==> src/rtl/corr_pkg.sv <==
// Constants and FSM state type shared by the gain-correction stages.
package corr_pkg;

  localparam int unsigned CORR_W    = 30;
  localparam int unsigned CORR_FRAC = 29;
  localparam logic [31:0] CORR_D    = 32'h212F0A9F;

  typedef enum logic [1:0] {
    StIdle,
    StBusy,
    StRound,
    StDone
  } corr_state_e;

endpackage

==> src/rtl/div_step.sv <==
// One restoring-division iteration: shift in a dividend bit, subtract the divisor if it fits.
module div_step
  import corr_pkg::*;
#(
  parameter int unsigned W       = CORR_W,
  parameter logic [31:0] DIVISOR = CORR_D
) (
  input  logic [W-1:0] i_rem,
  input  logic         i_bit,
  output logic [W-1:0] o_rem,
  output logic         o_qbit
);

  logic [W:0] w_trial;
  logic [W:0] w_div;

  assign w_trial = {i_rem, i_bit};
  assign w_div   = DIVISOR[W:0];
  assign o_qbit  = (w_trial >= w_div);
  // Remainder stays below DIVISOR < 2^W, so the top bit is always zero after the subtract.
  assign o_rem   = o_qbit ? W'(w_trial - w_div) : w_trial[W-1:0];

endmodule

==> src/rtl/uncorrect_seq.sv <==
// Sequential inverse of the gain correction: y2 = floor(x2 * 2^FRAC / DIVISOR), bit-serial.
// Define UNCORRECT_ROUND_EN for a round-half-up quotient at the cost of one extra cycle.
module uncorrect_seq
  import corr_pkg::*;
#(
  parameter int unsigned W       = CORR_W,
  parameter int unsigned FRAC    = CORR_FRAC,
  parameter logic [31:0] DIVISOR = CORR_D
) (
  input  logic         clk,
  input  logic         rst,
  input  logic         in_valid,
  output logic         in_ready,
  input  logic         x1,
  input  logic [W-1:0] x2,
  output logic         out_valid,
  input  logic         out_ready,
  output logic         y1,
  output logic [W-1:0] y2
);

  localparam int unsigned CW = $clog2(W);

  corr_state_e   r_state;
  logic [CW-1:0] r_cnt;
  logic [W-1:0]  r_rem;
  logic [W-1:0]  r_src;
  logic [W-2:0]  r_q;
  logic          r_out_valid;
  logic          r_y1;
  logic [W-1:0]  r_y2;

  logic [W-1:0]  w_rem;
  logic          w_qbit;
  logic [W-1:0]  w_q_next;
  logic          w_accept;
  logic          w_last;

  div_step #(
    .W       (W),
    .DIVISOR (DIVISOR)
  ) u_div_step (
    .i_rem  (r_rem),
    .i_bit  (r_src[W-1]),
    .o_rem  (w_rem),
    .o_qbit (w_qbit)
  );

  assign in_ready  = (r_state == StIdle) || ((r_state == StDone) && out_ready);
  assign w_accept  = in_ready && in_valid;
  assign w_q_next  = {r_q, w_qbit};
  assign w_last    = (r_cnt == CW'(W - 1));
  assign out_valid = r_out_valid;
  assign y1        = r_y1;
  assign y2        = r_y2;

`ifdef UNCORRECT_ROUND_EN
  logic w_round_up;
  assign w_round_up = ({r_rem, 1'b0} >= DIVISOR[W:0]);
`endif

  always_ff @(posedge clk) begin
    if (rst) begin
      r_state     <= StIdle;
      r_cnt       <= '0;
      r_rem       <= '0;
      r_src       <= '0;
      r_q         <= '0;
      r_out_valid <= 1'b0;
      r_y1        <= 1'b0;
      r_y2        <= '0;
    end else begin
      case (r_state)
        StIdle, StDone: begin
          if (r_state == StDone && out_ready) begin
            r_out_valid <= 1'b0;
            r_state     <= StIdle;
          end
          // Consuming a result and accepting the next word share one edge.
          if (w_accept) begin
            if (x1) begin
              r_y1        <= 1'b1;
              r_y2        <= x2;
              r_out_valid <= 1'b1;
              r_state     <= StDone;
            end else begin
              r_rem   <= {1'b0, x2[W-1:1]};
              r_src   <= {x2[0], {FRAC{1'b0}}};
              r_q     <= '0;
              r_cnt   <= '0;
              r_state <= StBusy;
            end
          end
        end
        StBusy: begin
          r_rem <= w_rem;
          r_src <= r_src << 1;
          r_q   <= w_q_next[W-2:0];
          r_cnt <= r_cnt + CW'(1);
          if (w_last) begin
            r_y1 <= 1'b0;
            r_y2 <= w_q_next;
`ifdef UNCORRECT_ROUND_EN
            r_state <= StRound;
`else
            r_out_valid <= 1'b1;
            r_state     <= StDone;
`endif
          end
        end
`ifdef UNCORRECT_ROUND_EN
        StRound: begin
          if (w_round_up && !(&r_y2)) begin
            r_y2 <= r_y2 + W'(1);
          end
          r_out_valid <= 1'b1;
          r_state     <= StDone;
        end
`endif
        default: begin
          r_state <= StIdle;
        end
      endcase
    end
  end

endmodule
==> config.mk <==
export PLATFORM = sky130hd
export DESIGN_NAME = uncorrect_seq
export DESIGN_NICKNAME = d
export VERILOG_FILES = /design/src/rtl/corr_pkg.sv /design/src/rtl/div_step.sv /design/src/rtl/uncorrect_seq.sv
export SDC_FILE = /design/constraint.sdc
export NUM_CORES = 1
export LEC_CHECK = 0
export ABC_CLOCK_PERIOD_IN_PS = 5800
export BUFFER_PORTS_ARGS = -buffer_cell sky130_fd_sc_hd__buf_2
export CELL_PAD_IN_SITES_DETAIL_PLACEMENT = 0
export CELL_PAD_IN_SITES_GLOBAL_PLACEMENT = 1
export CORE_MARGIN = 3
export CORE_UTILIZATION = 39
export CTS_CLUSTER_SIZE = 24
export DETAILED_ROUTE_END_ITERATION = 10
export GPL_TIMING_DRIVEN = 0
export PLACE_DENSITY = 0.78
export SLEW_MARGIN = 20
export SYNTH_ARGS = -nofsm -noshare
export SYNTH_HDL_FRONTEND = slang
export SYNTH_SLANG_ARGS = --single-unit
==> constraint.sdc <==
create_clock -name clk -period 5.8 [get_ports clk]
set_input_delay 1.16 -clock clk [delete_from_list [all_inputs] [get_ports clk]]
set_output_delay 1.16 -clock clk [all_outputs]
set_load 0.02 [all_outputs]
==> results.md <==
Layout:
- The ratio of cells with drive above 1 in the final layout is 0.1491.
- The number of filler instances in the final layout is 1201.
- The net total in the final layout is 702.
- Summing all multi-input logic gate instances after layout gives 2714 um^2.
- From synthesis to final layout, the design area changed by 16.97%.
- The area used by sequential logic in the layout is 1982 um^2.
- The diode insertion count for antenna repair is 0.

CTS:
- After clock tree synthesis, the setup repair step added 0 buffers.
- In this run the number of H-tree levels came out at 3.
- Counting the buffers created by CTS gives 9.
- The number of hold buffers added after CTS was 0.
- The CTS sink count is 99.
- Clock latency on the worst-skew pair, taken at its later pin, is 350 ps.
- No sink is reached through more buffers than the 2 on the longest clock path.
- The clock tree from TritonCTS is done.
- The clock transition time at the flip-flop clock pins of the worst setup and hold paths is 70 ps.
- The number of gates resized after CTS was 0.
- The root buffer cell is clkbuf_16.

Floorplanning:
- The die is 118.3 um wide.
- From bottom edge to top edge, the die measures 118.3 um.
- The floorplan has 40 rows.
- The core area is 12160 um^2.
- 68 I/O pins were placed.
- The initial cell density of the core is 0.4044.
- The die area is 13990 um^2.

Worst setup path:
- In this run the critical register-to-register path is captured at r_rem[21].
- The startpoint identified for the worst register-to-register timing path is r_state[0].
- The worst setup path is of the input port to register kind.
- The critical path endpoint category is a register.
- The worst path required time is 6060 ps.
- Of all nets on the critical path, the largest fanout is 10.
- STA puts the critical path data arrival time at 3460 ps.
- In this run the register-to-register setup slack is 2730 ps.
- For the worst flop-to-flop path, the logic depth is 9.
- STA classifies the critical path startpoint as an input port.

Yosys:
- The count of unique library cells instantiated by Yosys is 56.
- The flip-flop and latch count after synthesis is 99.
- Of the synthesized area, sequential elements account for 0.4030.
- The number of nets handed over by synthesis was 625.
- Synthesis handed over a netlist of 583 instances.
- In the synthesized netlist the async set-or-reset flop fraction comes to 0.
- The average instance in the mapped netlist occupies 8.436 um^2.
- The number of enable-type register cells in the synthesized netlist is 0.
- The post-synthesis instance area is 4918 um^2.
- The top flip-flop cell by instance count after synthesis is dfxtp_1.
- Yosys printed 0 warnings.

Worst hold path:
- The hold path endpoint is r_q[21].
- In this run the worst hold path is classified as register to register.
- The worst hold path cell count is 2.
- The worst hold path begins at r_q[21].

STA:
- In the final timing run, aggregate negative setup slack is 0 ps.
- The worst clock skew is 7.462 ps.
- Setup repair after global routing left no endpoint under its margin.
- For this run, the top clock speed supported by timing is 312.5 MHz.
- The worst-margin pin slew is 861.0 ps.
- For the finished layout, the period the worst path requires is 3200 ps.
- The final-layout worst hold slack is 471.9 ps.
- The final count of pins violating max slew is 0.
- The count of final setup violators is 0.
- The final hold violation count is 0.
- Measured against its own limit, the worst slew margin works out to 0.4260.
- Of the available clock period, the critical path in the final layout requires 0.5517.

Pwr:
- The power density of the placed cells is 467.7 nW/um^2.
- The post-layout total power is 2691 uW.
- The analysis attributes to cell leakage a power of 0.001997 uW.
- IR analysis of the VDD net gives a maximum drop of 0.2377 mV.

Global routing:
- Entering global routing, the biggest net connects 16 pins.
- The first-pass GRT wire length is 24.16 mm.
- The all-layer global routing usage is 0.2145.
- The number of antenna violations at the first check in global routing is 0.
- The via count of the first global-routing pass is 4506.
- The total congestion overflow after global routing is 0.

Outcome:
- The flow ran to the end, and the final reports show no timing, DRC or antenna violations.

Flow run:
- Across the run, the number of max-cap violations was 0.

Route:
- The sum of routed wire length over all layers is 15.28 mm.
- After detailed routing, the number of remaining DRC violations is 0.
- The count of nets left with antenna violations once routing finished came out at 0.
- Dividing the detail-routed via count by the number of cells gives 5.642.
- The via count of the routed design is 4694.
- The number of iterations in the first detailed-routing pass is 5.
- The violation count after the first detailed-routing iteration is 287.
- The final routed wire length divided by cell count is 18.36 um.

Placement:
- At the end of routability-driven placement, the weighted congestion stood at 0.9255.
- The HPWL after detailed placement is 11.38 mm.
- The count of buffers added on input and output ports is 66.
## routing by layer
| layer | GRT usage | share of wire | routed length (um) |
|---|---|---|---|
| met1 | 0.3006 | 0.47 | 7133 |
| met4 | 0.05275 | 0.0090 | 138 |
| met5 | 0 | 0 | 0 |
| met2 | 0.3473 | 0.47 | 7139 |
| met3 | 0.03158 | 0.057 | 864 |
## kinds of logic (layout without fill, tap and decap cells)
| logic type | count (synthesis) | after routing | share of synthesized area |
|---|---|---|---|
| AND/OR/NAND/NOR | 192 | 192 | 0.1898 |
| AO/OA/AOI/OAI | 170 | 170 | 0.2277 |
| buffers and inverters | 54 | 135 | 0.04528 |
| flip-flops | 99 | 99 | 0.4030 |
| adder cells (fa/ha/maj) | 7 | 7 | 0.01781 |
| XOR/XNOR | 30 | 30 | 0.05342 |
| multiplexers | 31 | 31 | 0.06309 |
## worst max-delay path, stage by stage
cell and delay [ps]:
buf_2 90, a21oi_1 80, or3b_2 500, o21ai_0 360, nand2_1 150, or2_2 290
buf_1 220, clkbuf_1 340, o22ai_1 260
## worst max-delay path by stage
| stage | start | endpoint | slack (ps) | cells after the start |
|---|---|---|---|---|
| final | out_ready | r_rem[21] | 2600 | 9 |
| after global routing | out_ready | r_rem[21] | 2480 | 9 |
| after CTS | out_ready | r_rem[21] | 2660 | 9 |
| after detailed placement | out_ready | r_rem[21] | 2310 | 9 |
| after global placement | out_ready | r_rem[11] | 2370 | 9 |
| after floorplan | out_ready | r_rem[11] | 2910 | 8 |
## Yosys cell counts, types with 3 or more instances
cell	number	area, um^2
and3_1	6	37.54
a21oi_1	56	280.3
mux2i_1	31	310.3
a22oi_1	24	180.2
nand2_1	45	168.9
or2_2	3	18.77
a31oi_1	3	18.77
o22ai_1	25	156.4
dfxtp_1	99	1982
o21a_1	4	30.03
nand4_1	6	37.54
xnor2_1	24	210.2
ha_1	7	87.58
nor3b_1	4	30.03
nor2b_1	3	18.77
xor2_1	6	52.55
nor2_1	62	232.7
o21ai_0	8	40.04
nand3_1	33	165.2
clkbuf_1	41	153.9
nor3_1	12	60.06
inv_1	7	26.28
a211oi_1	30	225.2
## state kept, by name, indices dropped and copies added, names as in the netlist
| register | flops |
|---|---|
| r_src | 1 |
| r_state | 2 |
| r_rem | 30 |
| r_q | 29 |
| y1 | 1 |
| r_cnt | 5 |
| y2 | 30 |
| out_valid | 1 |
## report_power, final
part           total [uW]  switching, uW  internal (uW)
sequential            924            113            812
clock                 609            264            344
combinational        1160            761            397
total                2690           1140           1550
## layout by cell type, fill, tap and decap left out, types with 3 or more instances in the layout
| master | count |
|---|---|
| xor2_1 | 6 |
| o21a_1 | 4 |
| a22oi_1 | 24 |
| buf_2 | 67 |
| ha_1 | 7 |
| dfxtp_1 | 99 |
| inv_1 | 7 |
| clkbuf_16 | 9 |
| a211oi_1 | 30 |
| mux2i_1 | 31 |
| nor2_1 | 62 |
| xnor2_1 | 24 |
| a21oi_1 | 56 |
| nor3b_1 | 4 |
| o22ai_1 | 25 |
| a31oi_1 | 3 |
| nand3_1 | 33 |
| nand2_1 | 45 |
| nand4_1 | 6 |
| or2_2 | 3 |
| clkbuf_1 | 42 |
| and3_1 | 6 |
| nor3_1 | 12 |
| nor2b_1 | 3 |
| o21ai_0 | 8 |
## area by class of cell
cell class                      instances  area share
Clock inverter                          4    0.008917
Tap cell                              168     0.03654
Clock buffer                           11     0.04219
Inverter                                7    0.004567
Buffer                                 47     0.03415
Multi-Input combinational cell        430      0.4717
Sequential cell                        99      0.3445
Timing Repair Buffer                   66     0.05742
## metrics by stage
stage               area, um^2  cells  setup WS [ps]    util
global route              5753    832           2477  0.4730
CTS                       5753    832           2657  0.4730
finish                    5753    832           2600  0.4730
detailed placement        5459    817           2310  0.4489
global placement          5459    817           2370  0.4489
floorplan                 4918    583           2906       -
Power figures use the tool's default switching activity.
